**src/rtl/vh_result_pkg.sv**
```systemverilog
// vloghammer result bus layout: field widths, offsets and signedness.
// Shared by the unpacker and its field extractor.
package vh_result_pkg;

  localparam int VH_NUM_FIELDS = 18;
  localparam int VH_WORD_W     = 90;

  typedef enum logic {
    ST_IDLE,
    ST_EMIT
  } vh_state_e;

  // Each 30-bit group is {u4,u5,u6,s4,s5,s6}, y0 at the top.
  function automatic int vh_field_w(input int idx);
    int w;
    unique case (idx % 3)
      0:       w = 4;
      1:       w = 5;
      default: w = 6;
    endcase
    return w;
  endfunction

  function automatic int vh_field_lsb(input int idx);
    int base;
    unique case (idx % 6)
      0:       base = 86;
      1:       base = 81;
      2:       base = 75;
      3:       base = 71;
      4:       base = 66;
      default: base = 60;
    endcase
    return base - 30 * (idx / 6);
  endfunction

  function automatic bit vh_field_signed(input int idx);
    return (idx % 6) >= 3;
  endfunction

endpackage

```
**src/rtl/vh_field_extract.sv**
```systemverilog
// Selects one field of a packed result word and sign/zero-extends it.
// Pure combinational; every case arm folds to a fixed slice.
module vh_field_extract
  import vh_result_pkg::*;
#(
  parameter int OUT_W = 8
) (
  input  logic [VH_WORD_W-1:0] i_word,
  input  logic [4:0]           i_idx,
  output logic [OUT_W-1:0]     o_data
);

  function automatic logic [OUT_W-1:0] ext(
    input logic [VH_WORD_W-1:0] w,
    input int                   idx
  );
    logic [VH_WORD_W-1:0] sh;
    logic [OUT_W-1:0]     v;
    int                   wd;
    wd = vh_field_w(idx);
    sh = w >> vh_field_lsb(idx);
    v  = '0;
    for (int b = 0; b < OUT_W; b++) begin
      if (b < wd)
        v[b] = sh[b];
      else if (vh_field_signed(idx))
        v[b] = sh[wd-1];
    end
    return v;
  endfunction

  always_comb begin
    o_data = '0;
    unique case (i_idx)
      5'd0:    o_data = ext(i_word, 0);
      5'd1:    o_data = ext(i_word, 1);
      5'd2:    o_data = ext(i_word, 2);
      5'd3:    o_data = ext(i_word, 3);
      5'd4:    o_data = ext(i_word, 4);
      5'd5:    o_data = ext(i_word, 5);
      5'd6:    o_data = ext(i_word, 6);
      5'd7:    o_data = ext(i_word, 7);
      5'd8:    o_data = ext(i_word, 8);
      5'd9:    o_data = ext(i_word, 9);
      5'd10:   o_data = ext(i_word, 10);
      5'd11:   o_data = ext(i_word, 11);
      5'd12:   o_data = ext(i_word, 12);
      5'd13:   o_data = ext(i_word, 13);
      5'd14:   o_data = ext(i_word, 14);
      5'd15:   o_data = ext(i_word, 15);
      5'd16:   o_data = ext(i_word, 16);
      5'd17:   o_data = ext(i_word, 17);
      default: o_data = '0;
    endcase
  end

endmodule

```
**src/rtl/vh_result_unpacker.sv**
```systemverilog
// Serialises a packed 18-field result word, one extended field per
// output handshake, and counts completed words.
module vh_result_unpacker
  import vh_result_pkg::*;
#(
  parameter int NUM_FIELDS = 18,
  parameter int OUT_W      = 8,
  parameter int CNT_W      = 16
) (
  input  logic                 clk,
  input  logic                 rst,
  input  logic                 in_valid,
  output logic                 in_ready,
  input  logic [VH_WORD_W-1:0] in_word,
  output logic                 out_valid,
  input  logic                 out_ready,
  output logic [4:0]           out_idx,
  output logic [OUT_W-1:0]     out_data,
  output logic                 out_last,
  output logic [CNT_W-1:0]     word_cnt
);

  localparam logic [4:0] LAST_IDX = 5'(NUM_FIELDS - 1);

  vh_state_e              r_state;
  vh_state_e              w_state_nxt;
  logic [VH_WORD_W-1:0]   r_word;
  logic [VH_WORD_W-1:0]   w_word_nxt;
  logic [4:0]             r_idx;
  logic [4:0]             w_idx_nxt;
  logic [OUT_W-1:0]       r_data;
  logic [OUT_W-1:0]       w_ext;
  logic [CNT_W-1:0]       r_cnt;
  logic                   w_done;

  // Data is pre-computed from next-state values so it lands with idx.
  vh_field_extract #(
    .OUT_W (OUT_W)
  ) u_extract (
    .i_word (w_word_nxt),
    .i_idx  (w_idx_nxt),
    .o_data (w_ext)
  );

  always_comb begin
    w_state_nxt = r_state;
    w_word_nxt  = r_word;
    w_idx_nxt   = r_idx;
    w_done      = 1'b0;
    unique case (r_state)
      ST_IDLE: begin
        if (in_valid) begin
          w_word_nxt  = in_word;
          w_idx_nxt   = '0;
          w_state_nxt = ST_EMIT;
        end
      end
      ST_EMIT: begin
        if (out_ready) begin
          if (r_idx == LAST_IDX) begin
            w_done      = 1'b1;
            w_state_nxt = ST_IDLE;
          end else begin
            w_idx_nxt = r_idx + 5'd1;
          end
        end
      end
      default: w_state_nxt = ST_IDLE;
    endcase
  end

  always_ff @(posedge clk) begin
    if (rst) begin
      r_state <= ST_IDLE;
      r_word  <= '0;
      r_idx   <= '0;
      r_data  <= '0;
      r_cnt   <= '0;
    end else begin
      r_state <= w_state_nxt;
      r_word  <= w_word_nxt;
      r_idx   <= w_idx_nxt;
      r_data  <= w_ext;
      r_cnt   <= r_cnt + CNT_W'(w_done);
    end
  end

  assign in_ready  = (r_state == ST_IDLE);
  assign out_valid = (r_state == ST_EMIT);
  assign out_idx   = r_idx;
  assign out_data  = r_data;
  assign out_last  = out_valid && (r_idx == LAST_IDX);
  assign word_cnt  = r_cnt;

endmodule
```
**config.mk**
```make
export PLATFORM = sky130hd
export DESIGN_NAME = vh_result_unpacker
export DESIGN_NICKNAME = d
export VERILOG_FILES = /design/src/rtl/vh_result_pkg.sv /design/src/rtl/vh_field_extract.sv /design/src/rtl/vh_result_unpacker.sv
export SDC_FILE = /design/constraint.sdc
export NUM_CORES = 1
export LEC_CHECK = 0
export ABC_AREA = 1
export CAP_MARGIN = 20
export CORE_MARGIN = 3
export CORE_UTILIZATION = 51
export DETAILED_ROUTE_END_ITERATION = 8
export GPL_ROUTABILITY_DRIVEN = 0
export PLACE_DENSITY = 0.81
export SLEW_MARGIN = 20
export SYNTH_ARGS = -nofsm -noshare
export SYNTH_HDL_FRONTEND = slang
export SYNTH_SLANG_ARGS = --single-unit
```
**constraint.sdc**
```tcl
create_clock -name clk -period 3.2 [get_ports clk]
set_input_delay 0.96 -clock clk [delete_from_list [all_inputs] [get_ports clk]]
set_output_delay 0.96 -clock clk [all_outputs]
set_load 0.05 [all_outputs]
```
### Word-level counts from Yosys, hierarchy flattened

Cells that the tools add are included.

| storage, ports and cells | value |
|---|---|
| word-level logic and storage cells | 441 |
| bits in registers | 120 |

| cells by class | value |
|---|---|
| order comparisons | 153 |
| bitwise gates (word level) | 1 |
| reduce and logical (&&, ||, !) cells | 2 |
| shift operators | 18 |
| add/subtract/negate cells | 23 |
| equal/unequal tests | 18 |
| mux-type cells | 221 |

Operators with widths:

| operator | count |
|---|---|
| $lt 4x32->1 const A | 72 |
| $lt 3x32->1 const A | 36 |
| $mux 32 | 36 |
| $shr 90x32->8 | 9 |
| $shr 90x32->90 | 9 |
| $lt 1x32->1 const A | 18 |
| $lt 2x32->1 const A | 18 |
| $lt 32x9->1 const B | 9 |
| $sub 32x2->32 const B | 9 |
| $sub 32x6->32 const B | 6 |
| $sub 32x7->32 const B | 6 |
| $mux 90 | 2 |
| $mux 1 | 168 |
| $pmux 8 s18 | 1 |
| $bmux 1 s7 | 9 |
| $eq 5x4->1 const B | 8 |
| $eq 5x3->1 const B | 4 |
| $add 16x1->16 | 1 |
| $eq 5x5->1 const B | 3 |
| $mux 5 | 3 |
| $eq 5x2->1 const B | 2 |
| $pmux 5 s2 | 1 |
| $add 5x1->5 const B | 1 |
| $eq 5x1->1 const B | 1 |
| 4 further kinds | 4 |

### Longest topological paths before layout

Gate-level depths: netlist of the first run.

| depth | value |
|---|---|
| depth after elaboration | 13 |
| gate-level depth with buffers | 18 |
| gate-level depth less buffers | 18 |

### Hierarchy

Synthesis of the first run repeated with hierarchy kept, for this count alone.

| unflattened totals | value |
|---|---|
| cell total of the unflattened synthesis | 1013 |
| area, all modules | 6537.5 µm² |

By module, submodules not included:

| module | area an instance (µm²) | instances | seq. area each (µm²) | cells an instance |
|---|---|---|---|---|
| vh_result_unpacker | 5451.5 | 1 | 2402.3 | 766 |
| vh_field_extract | 1086.0 | 1 | 0.0 | 247 |

### Least setup slack after synthesis of the first run

OpenSTA, ideal clock, no wires.

| timing path | value |
|---|---|
| kind | flip-flop to flip-flop |
| start point | reg r_idx[0], in the netlist out_idx[0] |
| end point | reg r_cnt[14], in the netlist word_cnt[14] |
| path buffers | 0 |
| setup time | 78 ps |
| required time | 3122 ps |
| arrival time | 2768 ps |
| path slack | 354 ps |
| cell stages (with the launch flop) | 18 |
| cell sequence | dfxtp_1 > ha_1 > nand2_1 > inv_1 > nand3_1 > nor2_1 > ha_1 > ha_1 > nand2_1 > inv_1 > nand2_1 > nor3b_1 > nand2_1 > nor2_1 > nand3_1 > nor2_1 > a21oi_1 > nor3_1 |

| between the ends | value |
|---|---|
| longest elaborated chain between the ends | 5 |

RTL lines:

| item | RTL line | source |
|---|---|---|
| start, declared | vh_result_unpacker.sv:29 | `logic [4:0] r_idx;` |
| start signal, assigned | vh_result_unpacker.sv:82 | `r_idx <= w_idx_nxt;` |
| $eq 5x5->1 | vh_result_unpacker.sv:60 | `if (r_idx == LAST_IDX) begin` |
| $mux 1 | vh_result_unpacker.sv:60 |  |
| $mux 1 | vh_result_unpacker.sv:59 | `if (out_ready) begin` |
| $mux 1 | vh_result_unpacker.sv:50 | `unique case (r_state)` |
| $add 16x1->16 | vh_result_unpacker.sv:84 | `r_cnt <= r_cnt + CNT_W'(w_done);` |
| end signal, assigned | vh_result_unpacker.sv:84 |  |
| end, declared | vh_result_unpacker.sv:33 | `logic [CNT_W-1:0] r_cnt;` |

Every way passes these cells.
A chain may end at the register's enable or synchronous reset.

### Worst setup path in the final report of the first run

| timing path | value |
|---|---|
| start point | in out_ready |
| end point | reg r_cnt[15], in the netlist word_cnt[15] |

| between the ends | value |
|---|---|
| longest elaborated chain between the ends | 3 |

RTL lines:

| item | RTL line | source |
|---|---|---|
| start, declared | vh_result_unpacker.sv:16 | `input logic out_ready,` |
| $mux 1 | vh_result_unpacker.sv:59 |  |
| $mux 1 | vh_result_unpacker.sv:50 |  |
| $add 16x1->16 | vh_result_unpacker.sv:84 |  |

Every way passes these cells.

==> flow_summary.toml, run 1 <==
[global_routing]
antenna_found_initial = 0
gr-total-overflow = 0
grt_max_degree = 73
grt_pass1_vias = 5220
track_usage = 0.238
grt_first_pass_wirelength_mm = 24.5

[setup_path]
endpoint_kind = "flop"
r2r_start = "out_idx[0]$_SDFF_PP0_"
reg2regPathDepth = 15
cp.arrival_ns = 3.18
worstSetupPathType = "input pin to flop"
startpoint_type = "input pin"
path_cells = "clkdlybuf4s50_1 -> nand3_1 -> nor2_1 -> ha_1 -> nand3_1 -> nor3_2 -> nand3_1 -> nor3_1 -> nand2_1 -> nor2_2 -> nand2_1 -> nor3_1 -> nor3_1"
critPathMaxFanout = 5
reg2reg_slack_ns = 0.74
r2r-end = "word_cnt[15]$_SDFF_PP0_"
crit_slowest_cell = "clkdlybuf4s50_1"
max_stage_delay_ns = 0.56
cp.required_ns = 3.47

[route]
m1WireLength_mm = 6.55
via_per_inst = 5.01
ant_nets = 0
first_pass_iters = 5
wl_per_cell_um = 13.8
wl_met2_mm = 7.31
top_layer_used = "met4"
drtIter0Drc = 430
wl_met3_mm = 1.03
drt-total-wl_mm = 15.1
num_vias = 5465
drc_errors = 0

[timing]
worst_slew_pin_slew_ns = 0.503
rsz0062_at_grt = "false"
fmax_mhz = 344
setup_violations = 0
clock-skew-final_ns = 0.0102
finalCritPeriodShare = 0.908
hold_slack_ns = 0.487
slew-limit-headroom = 0.664
fin_ws_ns = 0.295
hold_viol = 0
drv_slew = 0
fin_crit_ns = 2.91

[outcome]
status = "finished clean"

[floorplanning]
die_h_um = 112
die_w_um = 112
coreArea_mm2 = 0.0109
fp-row-count = 38
io_pins = 126
dieArea_mm2 = 0.0126
start_util = 0.528

[placed_design]
dp.cells = 1060
dp_slack_ns = -0.231
placed_area_mm2 = 0.00719
dp_hpwl_mm = 10.5
port_buffers = 125

[power_and_ir_drop]
worst_ir_drop_vdd_mv = 0.316
comb_power_share = 0.169
p_per_area_mw_per_mm2 = 525
cellLeakagePower_nw = 3.73
swShare = 0.267
switchingPower_mw = 1.09
power.internal_mw = 2.98
pwr-share-seq = 0.397
pwr-share-clk = 0.435

[clocking]
cts.path.max_buffers = 2
cts_tree = "done"
cts_num_sinks = 119
ctsRootBufferMaster = "clkbuf_16"
hold_buffers = 0
clk_pin_slew_ns = 0.05
clk_latency_ns = 0.41
htree_levels = 4
cts_made_buffers = 17

[synth]
netlist_instances = 815
synthTopCellsByCount = "nor2_1, nand2_1, dfxtp_1, inv_1, o21ai_0"
netlist_area_mm2 = 0.00577
ys_ff_latch = 119
async_flop_share = 0
yosys_warnings = 0
synth.largest_area_cell = "dfxtp_1"
ys_types = 28
yosysSeqAreaShare = 0.413
synth_top_area_frac = 0.413
synthFlopType = "dfxtp_1"
syn-num-nets = 913
synth_most_common_cell = "nor2_1"
synth_edf_count = 0
synth_area_leaders = "dfxtp_1, nor2_1, nand2_1, inv_1, mux2i_1"
syn_avg_cell_area_um2 = 7.08

[min_path]
min_from = "r_word[24]$_SDFF_PP0_"
worstHoldPathCells = 2
hold_end = "r_word[24]$_SDFF_PP0_"
hold_path_class = "flop to flop"

[cells_and_area]
final_nets = 1037
fin_cells = 1090
drive_gt1_frac = 0.0842
n_antenna_cell = 0
fillers = 887
syn2layout_area_growth_pct = 34.3
fin_area_mm2 = 0.00775

[run]
drv_cap = 0
per-stage QoR:
stage | power (mW) | setup TNS, ns | utilization
after floorplan | 2.07 | 0 | -
after global placement | 2.31 | -0.0972 | 0.657
after detailed placement | 2.32 | -0.733 | 0.657
after CTS | 4.08 | 0 | 0.707
after global routing | 4.24 | 0 | 0.709
final | 4.07 | 0 | 0.709
repair_timing:
| item | CTS | global route |
|---|---|---|
| resized for setup | 0 | 5 |
| setup buffers | 0 | 0 |
| setup endpoints to repair | 0 | 5 |
worst max-delay path, delay by kind of cell:
kind | cells | cell delay [ns]
and+or+nand+nor | 11 | 1.48
buffers and inverters | 1 | 0.56
adders and majority gates | 1 | 0.18
area by class of cell:
class / count / area (um^2) / share of cell area
Timing Repair Buffer: 144 / 1460 / 0.188
Sequential cell: 119 / 2380 / 0.307
Clock buffer: 21 / 470 / 0.0607
Multi-Input combinational cell: 533 / 2720 / 0.351
Inverter: 124 / 465 / 0.0601
Clock inverter: 9 / 77.6 / 0.0100
Tap cell: 140 / 175 / 0.0226
kinds of logic after synthesis:
kind of cell             after synthesis  share of synthesized area
AND/OR/NAND/NOR                      406                      0.314
buffers and inverters                163                      0.118
flip-flops                           119                      0.413
AO/OA/AOI/OAI                         81                     0.0729
multiplexers                          42                     0.0729
adder cells (fa/ha/maj)                4                    0.00868
worst max path at each step:
stage | start | endpoint
detailed placement | out_ready | word_cnt[15]$_SDFF_PP0_
finish | out_ready | word_cnt[15]$_SDFF_PP0_
floorplan | out_idx[0]$_SDFF_PP0_ | word_cnt[14]$_SDFF_PP0_
CTS | out_idx[0]$_SDFF_PP0_ | out_last
global route | out_ready | word_cnt[15]$_SDFF_PP0_
global placement | out_ready | word_cnt[14]$_SDFF_PP0_
placed cells by master (no fill, tap or decap), types with 3 or more instances in the layout:
cell and n:
nor2_1 147, nand2_1 143, clkdlybuf4s50_1 123, dfxtp_1 119
inv_1 116, o21ai_0 58, nand3_1 46, mux2i_1 42
nand3b_1 30, clkbuf_16 17, buf_4 15, a21oi_1 14
nand2_2 9, inv_2 8, nand4_1 8, nor3_1 8
o21ai_1 6, clkinv_2 5, buf_12 5, nor2_4 4
ha_1 4, nor2_2 3, clkbuf_8 3, clkinvlp_4 3
sequential cells by signal, indices dropped and copies added, names as in the netlist:
register	count
out_data	7
out_idx	5
out_valid	1
r_word	90
word_cnt	16
power groups by stage:
stage | combinational (mW) | clock [mW] | sequential (mW)
finish | 0.687 | 1.77 | 1.62
global route | 0.758 | 1.86 | 1.62
CTS | 0.686 | 1.78 | 1.61
detailed placement | 0.676 | 0 | 1.64
global placement | 0.668 | 0 | 1.64
floorplan | 0.385 | 0 | 1.68
layer usage:
metal / vias up / GRT usage
met5: - / 0
met4: 0 / 0.0673
met3: 21 / 0.0523
met2: 184 / 0.402
met1: 2456 / 0.309
li1: 2804 / -
Power figures use the tool's default switching activity.
==> run 2, diff against run 1 <==
CTS_BUF_LIST = sky130_fd_sc_hd__clkbuf_16   (was not set)
PLACE_DENSITY = 0.83   (was 0.81)
==> run 2 against run 1 <==
Utilization is 0.81 points higher. Critical path depth stayed put. Clock skew is 0.0026 ns lower. Sequential power hardly changed. Final cell count is 0.18% lower. Sequential share of layout area is 0.35 points lower. Critical endpoint unchanged. Highest routed layer unchanged.
==> flow_summary.toml, run 2 (synthesized netlist as in run 1, its figures left out) <==
[clocking]
cts_num_sinks = 119
htree_levels = 4
cts_tree = "done"
cts_made_buffers = 17
ctsRootBufferMaster = "clkbuf_16"
post-cts-setup-buffers = 0
cts.path.max_buffers = 2
clk_latency_ns = 0.41
clk_pin_slew_ns = 0.05

[setup_path]
crit_slowest_cell = "clkdlybuf4s50_1"
cp.arrival_ns = 3.22
startpoint_type = "input pin"
path_cells = "clkdlybuf4s50_1 -> nand3_1 -> nor2_1 -> ha_1 -> nand3_1 -> nor3_2 -> nand3_1 -> nor3_2 -> nand2_1 -> nor2_1 -> nand2_1 -> nor3_1 -> nor3_1"
critPathMaxFanout = 5
endpoint_kind = "flop"
max_stage_delay_ns = 0.55
worstSetupPathType = "input pin to flop"
cp.required_ns = 3.49
path_buf_inv = 1
cp_common_cell = "nand3_1"
path_delay_family = "simple AND/OR/NAND/NOR gates"

[floorplanning]
dieArea_mm2 = 0.0126
start_util = 0.528
die_h_um = 112
coreArea_mm2 = 0.0109
die_w_um = 112
fp-row-count = 38
io_pins = 126

[cells_and_area]
top_register = "r_word"
fin_area_mm2 = 0.00784
layout_common_cells = "nor2_1, nand2_1, clkdlybuf4s50_1"
syn2layout_area_growth_pct = 35.9
final_common_cell = "nor2_1"
drive_gt1_frac = 0.0812
fin_cells = 1088
n_antenna_cell = 0
largest_reg_flops = 90
fillers = 826
final_nets = 1033

[power_and_ir_drop]
p_per_area_mw_per_mm2 = 554
cellLeakagePower_nw = 3.76
worst_ir_drop_vdd_mv = 0.410

[route]
drt-total-wl_mm = 15.1
first_pass_iters = 5
via_per_inst = 5.10
wl_per_cell_um = 13.9
drtIter0Drc = 470
ant_nets = 0
num_vias = 5552
drc_errors = 0

[placed_design]
dp_hpwl_mm = 10.4
port_buffers = 125
dp.cells = 1056
placed_area_mm2 = 0.00718

[global_routing]
grt_first_pass_wirelength_mm = 24.9
grt_pass1_vias = 5406
grt_max_degree = 86
antenna_found_initial = 0
track_usage = 0.242
gr-total-overflow = 0

[timing]
hold_viol = 0
rsz0062_at_grt = "false"
fmax_mhz = 341
finalCritPeriodShare = 0.916
fin_crit_ns = 2.93
clock-skew-final_ns = 0.00759
drv_slew = 0
slew-limit-headroom = 0.631
setup_violations = 0
worst_slew_pin_slew_ns = 0.551

[min_path]
hold_path_class = "flop to flop"

[outcome]
status = "finished clean"

[run]
drv_cap = 0
==> run 2: where the power goes <==
part / total (mW) / leakage (nW) / switching [mW] / internal, mW
logic: 0.690 / 2.47 / 0.398 / 0.292
clock network: 2.04 / 0.309 / 0.672 / 1.37
registers: 1.62 / 0.979 / 0.0336 / 1.58
==> run 2: path summary, 6_finish.rpt <==
check | startpoint | to | slack [ns] | cells past startpoint
worst max-delay path | out_ready | word_cnt[15]$_SDFF_PP0_ | 0.27 | 13
worst min-delay path | r_word[70]$_SDFF_PP0_ | r_word[70]$_SDFF_PP0_ | 0.49 | 2
worst max register to register | out_idx[0]$_SDFF_PP0_ | word_cnt[15]$_SDFF_PP0_ | 0.67 | 15
worst min register to register | r_word[70]$_SDFF_PP0_ | r_word[70]$_SDFF_PP0_ | 0.49 | 2
==> run 2: area by class of cell <==
type / count / area (um^2) / area share
Clock buffer: 17 / 425 / 0.0543
Timing Repair Buffer: 140 / 1450 / 0.185
Inverter: 124 / 465 / 0.0594
Tap cell: 140 / 175 / 0.0223
Sequential cell: 119 / 2380 / 0.304
Clock inverter: 15 / 211 / 0.0270
Multi-Input combinational cell: 533 / 2730 / 0.348
==> run 2: worst register-to-register path, cell delays in order, from the launching register on <==
cell and delay (ns):
dfxtp_1 0.43, ha_1 0.19, nand2_1 0.05, inv_1 0.07, nand3_1 0.09, nor2_1 0.10, ha_1 0.17, nand3_1 0.14
nor3_2 0.17, nand3_1 0.16, nor3_2 0.21, nand2_1 0.14, nor2_1 0.19, nand2_1 0.10, nor3_1 0.14, nor3_1 0.07
==> run 2: per-layer routing <==
metal  global-route usage  part of all wire  vias to the layer above
li1                     -                 -                     2787
met1                0.313              0.42                     2511
met2                0.404              0.48                      223
met3               0.0485             0.070                       31
met4               0.0873             0.021                        0
met5                    0                 0                        -
==> run 2: metrics by stage <==
stage	setup slack [ns]	TNS (ns)	total power [mW]	hold slack, ns	utilization
2_1_floorplan	0.354	0	2.07	0.452	-
3_3_place_gp	-0.126	-0.256	2.31	0.464	0.657
3_5_place_dp	-0.255	-0.834	2.32	0.471	0.657
4_1_cts	0.0892	0	4.36	0.485	0.715
5_1_grt	0.00142	0	4.51	0.515	0.717
6_report	0.268	0	4.35	0.486	0.717
==> run 2: timing repair <==
action                                  CTS  global route
hold buffers                              0             0
endpoints found under the setup margin    0             5
gates resized for setup                   0             5
==> run 3, diff against run 2 <==
GPL_ROUTABILITY_DRIVEN = not set   (was 0)
==> results of run 3 <==
Final layout, timing and power as in run 2 (identical DEF).
